$ cat src/rtl/bp_be_thread_scheduler.sv
// Round-robin hardware-thread scheduler: picks when to context switch (time slice or block event),
// which thread runs next, and keeps every descheduled thread's saved NPC for the director.
module bp_be_thread_scheduler #(
    parameter int num_threads_p   = 4,
    parameter int vaddr_width_p   = 39,
    parameter int quantum_width_p = 16,
    parameter logic [vaddr_width_p-1:0] boot_npc_p = 39'h0080000000,
    localparam int tid_width_lp   = (num_threads_p > 1) ? $clog2(num_threads_p) : 1
) (
    input  logic                       clk_i,
    input  logic                       reset_ni,
    input  logic                       en_i,
    input  logic [quantum_width_p-1:0] quantum_i,
    input  logic [num_threads_p-1:0]   thread_ready_i,
    input  logic                       block_i,
    input  logic [vaddr_width_p-1:0]   cur_npc_i,
    output logic                       ctxtsw_req_o,
    input  logic                       ctxtsw_yumi_i,
    output logic [vaddr_width_p-1:0]   context_npc_o,
    output logic [tid_width_lp-1:0]    thread_id_o,
    output logic [tid_width_lp-1:0]    next_thread_id_o,
    input  logic                       npc_w_v_i,
    input  logic [tid_width_lp-1:0]    npc_w_tid_i,
    input  logic [vaddr_width_p-1:0]   npc_w_data_i
);

    typedef enum logic [1:0] {e_run, e_req, e_settle} state_e;

    state_e                     state_q, state_d;
    logic [tid_width_lp-1:0]    cur_q, cur_d, next_q, next_d;
    logic [quantum_width_p-1:0] counter_q, counter_d;
    logic [vaddr_width_p-1:0]   saved_npc_q [num_threads_p];
    logic [vaddr_width_p-1:0]   saved_npc_d [num_threads_p];

    logic                    cand_v;
    logic [tid_width_lp-1:0] cand_id;
    logic [tid_width_lp-1:0] scan_id;
    logic                    quantum_hit;
    logic                    trigger;
    logic                    sw_write;

    // Scan offsets from farthest to nearest so the nearest ready thread after cur_q wins.
    always_comb begin
        cand_v  = 1'b0;
        cand_id = '0;
        scan_id = '0;
        for (int i = num_threads_p - 1; i >= 1; i--) begin
            scan_id = tid_width_lp'((int'(cur_q) + i) % num_threads_p);
            if (thread_ready_i[scan_id]) begin
                cand_v  = 1'b1;
                cand_id = scan_id;
            end
        end
    end

    assign quantum_hit = (quantum_i != '0) && (counter_q >= quantum_i - 1'b1);
    assign trigger     = en_i && (block_i || quantum_hit);
    // The running thread's entry is stale, so software writes to it are dropped.
    assign sw_write    = npc_w_v_i && (npc_w_tid_i != cur_q)
                         && (int'(npc_w_tid_i) < num_threads_p);

    // NOTE: every variable gets its default before the case so no path can infer a latch.
    always_comb begin
        state_d     = state_q;
        cur_d       = cur_q;
        next_d      = next_q;
        counter_d   = counter_q;
        saved_npc_d = saved_npc_q;

        if (sw_write) begin
            saved_npc_d[npc_w_tid_i] = npc_w_data_i;
        end

        case (state_q)
            e_run: begin
                if ((quantum_i != '0) && (counter_q != '1)) begin
                    counter_d = counter_q + 1'b1;
                end
                if (trigger) begin
                    if (cand_v) begin
                        next_d  = cand_id;
                        state_d = e_req;
                    end else begin
                        counter_d = '0;
                    end
                end
            end
            e_req: begin
                if (ctxtsw_yumi_i) begin
                    saved_npc_d[cur_q] = cur_npc_i;
                    cur_d              = next_q;
                    counter_d          = '0;
                    state_d            = e_settle;
                end
            end
            e_settle: begin
                counter_d = '0;
                state_d   = e_run;
            end
            default: state_d = e_run;
        endcase
    end

    // NOTE: the NPC array is reset too, because every thread must boot from boot_npc_p.
    always_ff @(posedge clk_i or negedge reset_ni) begin
        if (!reset_ni) begin
            state_q   <= e_run;
            cur_q     <= '0;
            next_q    <= '0;
            counter_q <= '0;
            for (int i = 0; i < num_threads_p; i++) begin
                saved_npc_q[i] <= boot_npc_p;
            end
        end else begin
            state_q     <= state_d;
            cur_q       <= cur_d;
            next_q      <= next_d;
            counter_q   <= counter_d;
            saved_npc_q <= saved_npc_d;
        end
    end

    assign ctxtsw_req_o     = (state_q == e_req);
    assign thread_id_o      = cur_q;
    assign next_thread_id_o = next_q;
    assign context_npc_o    = (sw_write && (npc_w_tid_i == next_q)) ? npc_w_data_i
                                                                     : saved_npc_q[next_q];

endmodule

$ cat config.mk
export PLATFORM = sky130hd
export DESIGN_NAME = bp_be_thread_scheduler
export DESIGN_NICKNAME = d
export VERILOG_FILES = /design/src/rtl/bp_be_thread_scheduler.sv
export SDC_FILE = /design/constraint.sdc
export NUM_CORES = 1
export LEC_CHECK = 0
export CAP_MARGIN = 20
export CORE_ASPECT_RATIO = 2
export CORE_MARGIN = 8
export CORE_UTILIZATION = 55
export CTS_CLUSTER_DIAMETER = 50
export DETAILED_ROUTE_END_ITERATION = 10
export PLACE_DENSITY = 0.82
export SYNTH_ARGS = -nofsm -noshare
export SYNTH_HDL_FRONTEND = slang
export SYNTH_SLANG_ARGS = --single-unit
$ cat constraint.sdc
create_clock -name clk_i -period 4.9 [get_ports clk_i]
set_input_delay 0.98 -clock clk_i [delete_from_list [all_inputs] [get_ports clk_i]]
set_output_delay 0.98 -clock clk_i [all_outputs]
set_load 0.01 [all_outputs]
==> impl_metrics.json, run 1 <==
{
  "clk_pin_slew_ns": 0.07,
  "slowest_delay_ns": 0.54,
  "worstPathRequired_ns": 3.92,
  "drtPass1Iterations": 6,
  "root_buffer": "clkbuf_16",
  "path_buf_inv": 3,
  "min_period_ns": 4.497,
  "path_common_cell": "clkdlybuf4s50_1",
  "max-clock-path-buffers": 2,
  "final.setup_skew_ns": 0.009179,
  "cts_buffers": 17,
  "hold_ws_ns": 0.5707,
  "routed_via_density": 6.022,
  "vias": 8539,
  "crit_path_end_kind": "output pin",
  "overflow": 0,
  "powerDensity_mw_per_mm2": 596.3,
  "finalNetCount": 1276,
  "maxCapViolCount": 0,
  "postSynthAreaPerCell_um2": 10.39,
  "cts.sinks": 178,
  "period_share_pct": 91.77,
  "place_congestion": 0.8479,
  "dpl-instance-area_mm2": 0.01236,
  "n_fill_cell": 1456,
  "yosys.area.top_type": "dfrtp_1",
  "cts_tree": "yes",
  "startpoint_type": "input pin",
  "fmax_mhz": 222.4,
  "synth-seq-cells": 178,
  "io_buffers": 149,
  "setup_viol": 0,
  "postLayoutCoreUtil_pct": 67.46,
  "wire_per_inst_um": 20.59,
  "synth_flop_cell": "dfrtp_1",
  "grt_pass1_wl_um": 46050,
  "yosysWarnings": 0,
  "design_area_mm2": 0.01301,
  "final_cell_mix": "nand2_1 (181), dfrtp_1 (172), o21ai_0 (164)",
  "crit_family": "buffers and inverters",
  "criticalPathCategory": "in -> out",
  "drt_iter0_markers": 524,
  "maxSlewViolCount": 0,
  "async_reset_ff_share_pct": 100.0,
  "drc": 0,
  "rows": 72,
  "crit_slowest_cell": "clkdlybuf4s50_1",
  "track_usage_pct": 24.26,
  "ys_seq_area_share_pct": 41.60,
  "cts_resized": 0,
  "hp-class": "reg -> reg",
  "synthCells": 1032,
  "place_ws_ns": 0.2366,
  "core_mm2": 0.01928,
  "rsz0062_at_grt": "false",
  "areaGrowthSynthToFinish_pct": 21.31,
  "synth-edff-count": 0,
  "antenna_found_initial": 3,
  "worstPathCellList": "clkdlybuf4s50_1 -> xnor2_1 -> a21boi_1 -> nand3_2 -> buf_4 -> mux2_2 -> clkdlybuf4s50_1",
  "cts_hold_buf": 0,
  "die_h_um": 213.4,
  "status": "finished, final reports clean",
  "worstSkewPairLatency_ns": 0.43,
  "drt.antenna.violating_nets": 0,
  "die_x_um": 114.7,
  "ir_worst_vdd_mv": 0.3035,
  "slew_headroom_pct": 36.95,
  "p_leak_nw": 5.991,
  "start_util_pct": 55.61,
  "fin_ws_ns": 0.4034,
  "cp_max_fo": 34,
  "synth_top_area_share_pct": 40.62,
  "multi_input_area_mm2": 0.005909,
  "drive_gt1_share_pct": 13.74,
  "hold_viol": 0,
  "htree_levels": 4,
  "final_common_cell": "nand2_1",
  "synthTopCellsByArea": "dfrtp_1 (41%), mux2i_1 (15%), mux4_2 (8.6%)",
  "grt_pass1_vias": 8823,
  "synthesis.area_mm2": 0.01072,
  "post_cts_buffers": 0,
  "place_hpwl_um": 19800,
  "drt-total-wl_um": 29200,
  "synth_nets": 1164,
  "grt_max_degree": 100,
  "cp_data_arrival_time_ns": 3.52,
  "finalSetupTns_ns": 0,
  "synth_cell_types": 57,
  "seqCellArea_mm2": 0.004462,
  "io_pins": 150,
  "worstMarginPinSlew_ns": 0.9457,
  "die_area_mm2": 0.02449
}
## flip-flops by register name, indices dropped and copies added (netlist names)
signal            flops
thread_id_o           2
counter_q            16
next_thread_id_o      2
saved_npc_q         156
state_q               2
## final cells by class
class                      count  share of cell area [%]
clock buffer                  18                   3.377
clock inverter                14                   1.539
sequential                   178                   34.31
multi-input combinational    769                   45.44
antenna                        2                 0.03848
inverter                      12                  0.3464
timing repair buffer         166                   12.46
tap                          259                   2.492
## cells in the mapped netlist, types with 5 or more instances
cell,count
nand2_1,182
dfrtp_1,174
o21ai_0,164
mux2i_1,156
clkbuf_1,46
mux2_2,44
mux4_2,41
ha_1,26
buf_2,20
nor2_1,20
xnor2_1,15
nand3_1,14
a21oi_1,13
inv_1,12
a21o_1,9
and3_1,9
a22o_1,8
nand4_1,6
nand2b_1,5
nor2b_1,5
nor3_1,5
nor4_1,5
## worst register-to-register path, cell delays in order (launching register included)
cell and delay (ns):
dfrtp_1 0.74, xnor2_1 0.18, a21boi_1 0.35, nor2b_1 0.28, nand2b_2 0.55, buf_4 0.49, mux2i_1 0.19, o21ai_0 0.11
## through the flow
step | total power, mW | std cells
3_3_place_gp | 6.143 | 1384
4_1_cts | 7.787 | 1416
5_1_grt | 8.172 | 1418
6_report | 7.755 | 1418
2_1_floorplan | 4.833 | 1032
3_5_place_dp | 6.280 | 1384
## kinds of logic after synthesis
group,Yosys count,share of synthesized area [%]
buffers and inverters,85,3.466
AOI/OAI and AO/OA,217,11.67
and+or+nand+nor,267,10.96
adders and majority gates,26,3.035
DFF,178,41.60
muxes,241,27.80
xor gates and xnor gates,18,1.471
## where the power goes
| part | switching [mW] | internal, mW | leakage, nW |
|---|---|---|---|
| logic | 1.58 | 2.05 | 3.51 |
| clock network | 0.603 | 0.877 | 0.310 |
| registers | 0.483 | 2.16 | 2.17 |
| total | 2.66 | 5.09 | 5.99 |
## worst paths after layout
kind	cells after the start	from	end	slack [ns]
setup / recovery	7	npc_w_tid_i[0]	context_npc_o[23]	0.40
hold / removal	2	saved_npc_q[70]$_DFF_PN1_	saved_npc_q[70]$_DFF_PN1_	0.57
setup reg to reg	7	thread_id_o[0]$_DFFE_PN0P_	saved_npc_q[118]$_DFF_PN0_	1.85
hold reg to reg	2	saved_npc_q[70]$_DFF_PN1_	saved_npc_q[70]$_DFF_PN1_	0.57
max in group asynchronous	2	reset_ni	saved_npc_q[148]$_DFF_PN1_	3.23
min in group asynchronous	1	reset_ni	saved_npc_q[37]$_DFF_PN0_	0.60
## layer usage
metal | track usage [%] | up-vias | share of wire (%)
met5 | 0 | - | 0.031
met4 | 11.22 | 2 | 3.3
met3 | 4.626 | 50 | 5.6
met2 | 44.67 | 300 | 54
met1 | 26.03 | 4240 | 37
li1 | - | 3947 | -
(Power assumes the default switching activity.)
==> inputs of run 2 (changes only) <==
--- a/config.mk
+++ b/config.mk
@@ -6,12 +6,12 @@
 export NUM_CORES = 1
 export LEC_CHECK = 0
 export CAP_MARGIN = 20
-export CORE_ASPECT_RATIO = 2
+export CORE_ASPECT_RATIO = 0.9
 export CORE_MARGIN = 8
 export CORE_UTILIZATION = 55
 export CTS_CLUSTER_DIAMETER = 50
 export DETAILED_ROUTE_END_ITERATION = 10
-export PLACE_DENSITY = 0.82
+export PLACE_DENSITY = 0.8
 export SYNTH_ARGS = -nofsm -noshare
 export SYNTH_HDL_FRONTEND = slang
 export SYNTH_SLANG_ARGS = --single-unit
==> run 2 against run 1 <==
Against the previous run:
- non-clock buffer count decreased by 3
- power decreased by 1.7%
- die area decreased by 1.1%
- utilization increased by 0.18 points
- critical endpoint is now context_npc_o[36]
- fmax decreased by 3.2%
- sequential share of layout area increased by 0.12 points
==> impl_metrics.json, run 2 (synthesized netlist as in run 1, its figures left out) <==
{
  "status": "finished, final reports clean",
  "rows": 48,
  "start_util_pct": 55.96,
  "die_area_mm2": 0.02422,
  "drt-total-wl_um": 27880,
  "cp.depth": 7,
  "htree_levels": 4,
  "wire_per_inst_um": 19.86,
  "criticalPathCategory": "in -> out",
  "fmax_mhz": 215.3,
  "clk_pin_slew_ns": 0.06,
  "place_hpwl_um": 18100,
  "drtPass1Iterations": 5,
  "post_cts_buffers": 0,
  "final_common_cell": "nand2_1",
  "crit_slowest_cell": "clkdlybuf4s50_1",
  "place_inst": 1372,
  "vias": 8349,
  "grt_pass1_vias": 8486,
  "cp_data_arrival_time_ns": 3.66,
  "finalNetCount": 1273,
  "worstPathCellList": "clkdlybuf4s50_1 -> xnor2_1 -> a21boi_1 -> nand3_2 -> buf_12 -> mux2_2 -> clkdlybuf4s50_1",
  "finalSetupTns_ns": 0,
  "die_h_um": 148.4,
  "areaGrowthSynthToFinish_pct": 20.88,
  "hold_viol": 0,
  "antenna_cells": 0,
  "p_leak_nw": 5.967,
  "top_regs": "saved_npc_q (156), counter_q (16)",
  "ir_worst_vdd_mv": 0.2619,
  "grt_pass1_wl_um": 45090,
  "die_x_um": 163.2,
  "busiest_layer": "met2",
  "cts_buffers": 17,
  "cp_max_fo": 27,
  "maxCapViolCount": 0,
  "track_usage_pct": 23.24,
  "core_mm2": 0.01916,
  "io_pins": 150,
  "design_area_mm2": 0.01296,
  "routed_via_density": 5.947,
  "regMostFlops": "saved_npc_q",
  "slew_headroom_pct": 35.71,
  "place_congestion": 0.8080,
  "layout.cells.non_filler": 1404,
  "antenna_found_initial": 2,
  "startpoint_type": "input pin",
  "r2r_cells": 7,
  "io_buffers": 149,
  "final.setup_skew_ns": 0.01234,
  "cts_hold_buf": 0,
  "maxSlewViolCount": 0,
  "setup_viol": 0,
  "max-clock-path-buffers": 2,
  "min_period_ns": 4.644,
  "drc": 0,
  "period_share_pct": 94.79,
  "worstMarginPinSlew_ns": 0.9644,
  "worstSkewPairLatency_ns": 0.43,
  "use_met2_pct": 37.84,
  "crit_path_end_kind": "output pin",
  "grt_max_degree": 92,
  "drt_iter0_markers": 756,
  "path_buf_inv": 3,
  "drt.antenna.violating_nets": 0,
  "overflow": 0,
  "dpl-instance-area_mm2": 0.01235,
  "cts_resized": 0,
  "final_cell_mix": "nand2_1 (181), dfrtp_1 (172), o21ai_0 (164)",
  "drive_gt1_share_pct": 13.43,
  "powerDensity_mw_per_mm2": 588.4,
  "hold_depth": 1,
  "hp-class": "reg -> reg",
  "crit_family": "buffers and inverters",
  "cts.sinks": 178,
  "path_common_cell": "clkdlybuf4s50_1",
  "root_buffer": "clkbuf_16",
  "worstPathRequired_ns": 3.92,
  "cts_tree": "yes",
  "gr-usage-met1_pct": 30.68,
  "n_fill_cell": 1462,
  "largest_reg_flops": 156,
  "rsz0062_at_grt": "false",
  "slowest_delay_ns": 0.55,
  "grt_use_met3_pct": 4.338
}
## run 2: cell count changes in the layout (fill, tap and decap cells not counted), sizes merged
cell	previous run	this run
buf	18	15
bufinv	4	3
clkinv	3	4
clkinvlp	2	3
diode	2	0
inv	17	16
## run 2: final cells by class
class                           count  area [um2]  share of cell area, %
Tap cell                          250       312.8                  2.414
Inverter                           12       45.04                 0.3476
Clock inverter                     14       177.7                  1.371
Clock buffer                       18       429.2                  3.312
Multi-Input combinational cell    769        5909                  45.60
Timing Repair Buffer              163        1623                  12.52
Sequential cell                   178        4462                  34.43
## run 2: where the power goes
part | switching, mW | leakage, nW | internal, mW | total [mW]
logic | 1.53 | 3.51 | 2.05 | 3.58
registers | 0.470 | 2.17 | 2.16 | 2.63
clock network | 0.599 | 0.289 | 0.811 | 1.41
total | 2.60 | 5.97 | 5.03 | 7.62
## run 2: routing by layer
metal,share of wire (%),wire length (um)
met5,0.083,23
met4,2.0,558
met3,6.4,1793
met2,49,13600
met1,43,11900
## run 2: path summary, 6_finish.rpt
| kind | slack, ns | to | from |
|---|---|---|---|
| hold reg to reg | 0.55 | counter_q[0]$_DFFE_PN0P_ | counter_q[0]$_DFFE_PN0P_ |
| min in group asynchronous | 0.59 | saved_npc_q[122]$_DFF_PN0_ | reset_ni |
| hold / removal | 0.55 | counter_q[0]$_DFFE_PN0P_ | counter_q[0]$_DFFE_PN0P_ |
| setup reg to reg | 1.92 | saved_npc_q[152]$_DFF_PN0_ | thread_id_o[0]$_DFFE_PN0P_ |
| setup / recovery | 0.26 | context_npc_o[36] | npc_w_tid_i[0] |
| max in group asynchronous | 3.32 | next_thread_id_o[1]$_DFFE_PN0P_ | reset_ni |
## run 2: worst register-to-register path, stage by stage (launching register included)
cell,delay [ns]
dfrtp_1,0.69
xnor2_1,0.14
a21boi_1,0.35
nor2b_1,0.29
nand2b_2,0.57
buf_4,0.49
mux2i_1,0.15
o21ai_0,0.21
## run 2: metrics by stage
stage	total power [mW]	setup WS (ns)	utilization, %	hold WS [ns]
floorplan	4.833	1.141	-	0.4975
global placement	6.091	0.3376	64.47	0.5396
detailed placement	6.214	0.2422	64.47	0.5251
CTS	7.645	0.2335	67.64	0.5445
global route	8.052	0.1022	67.64	0.5834
finish	7.625	0.2555	67.64	0.5472
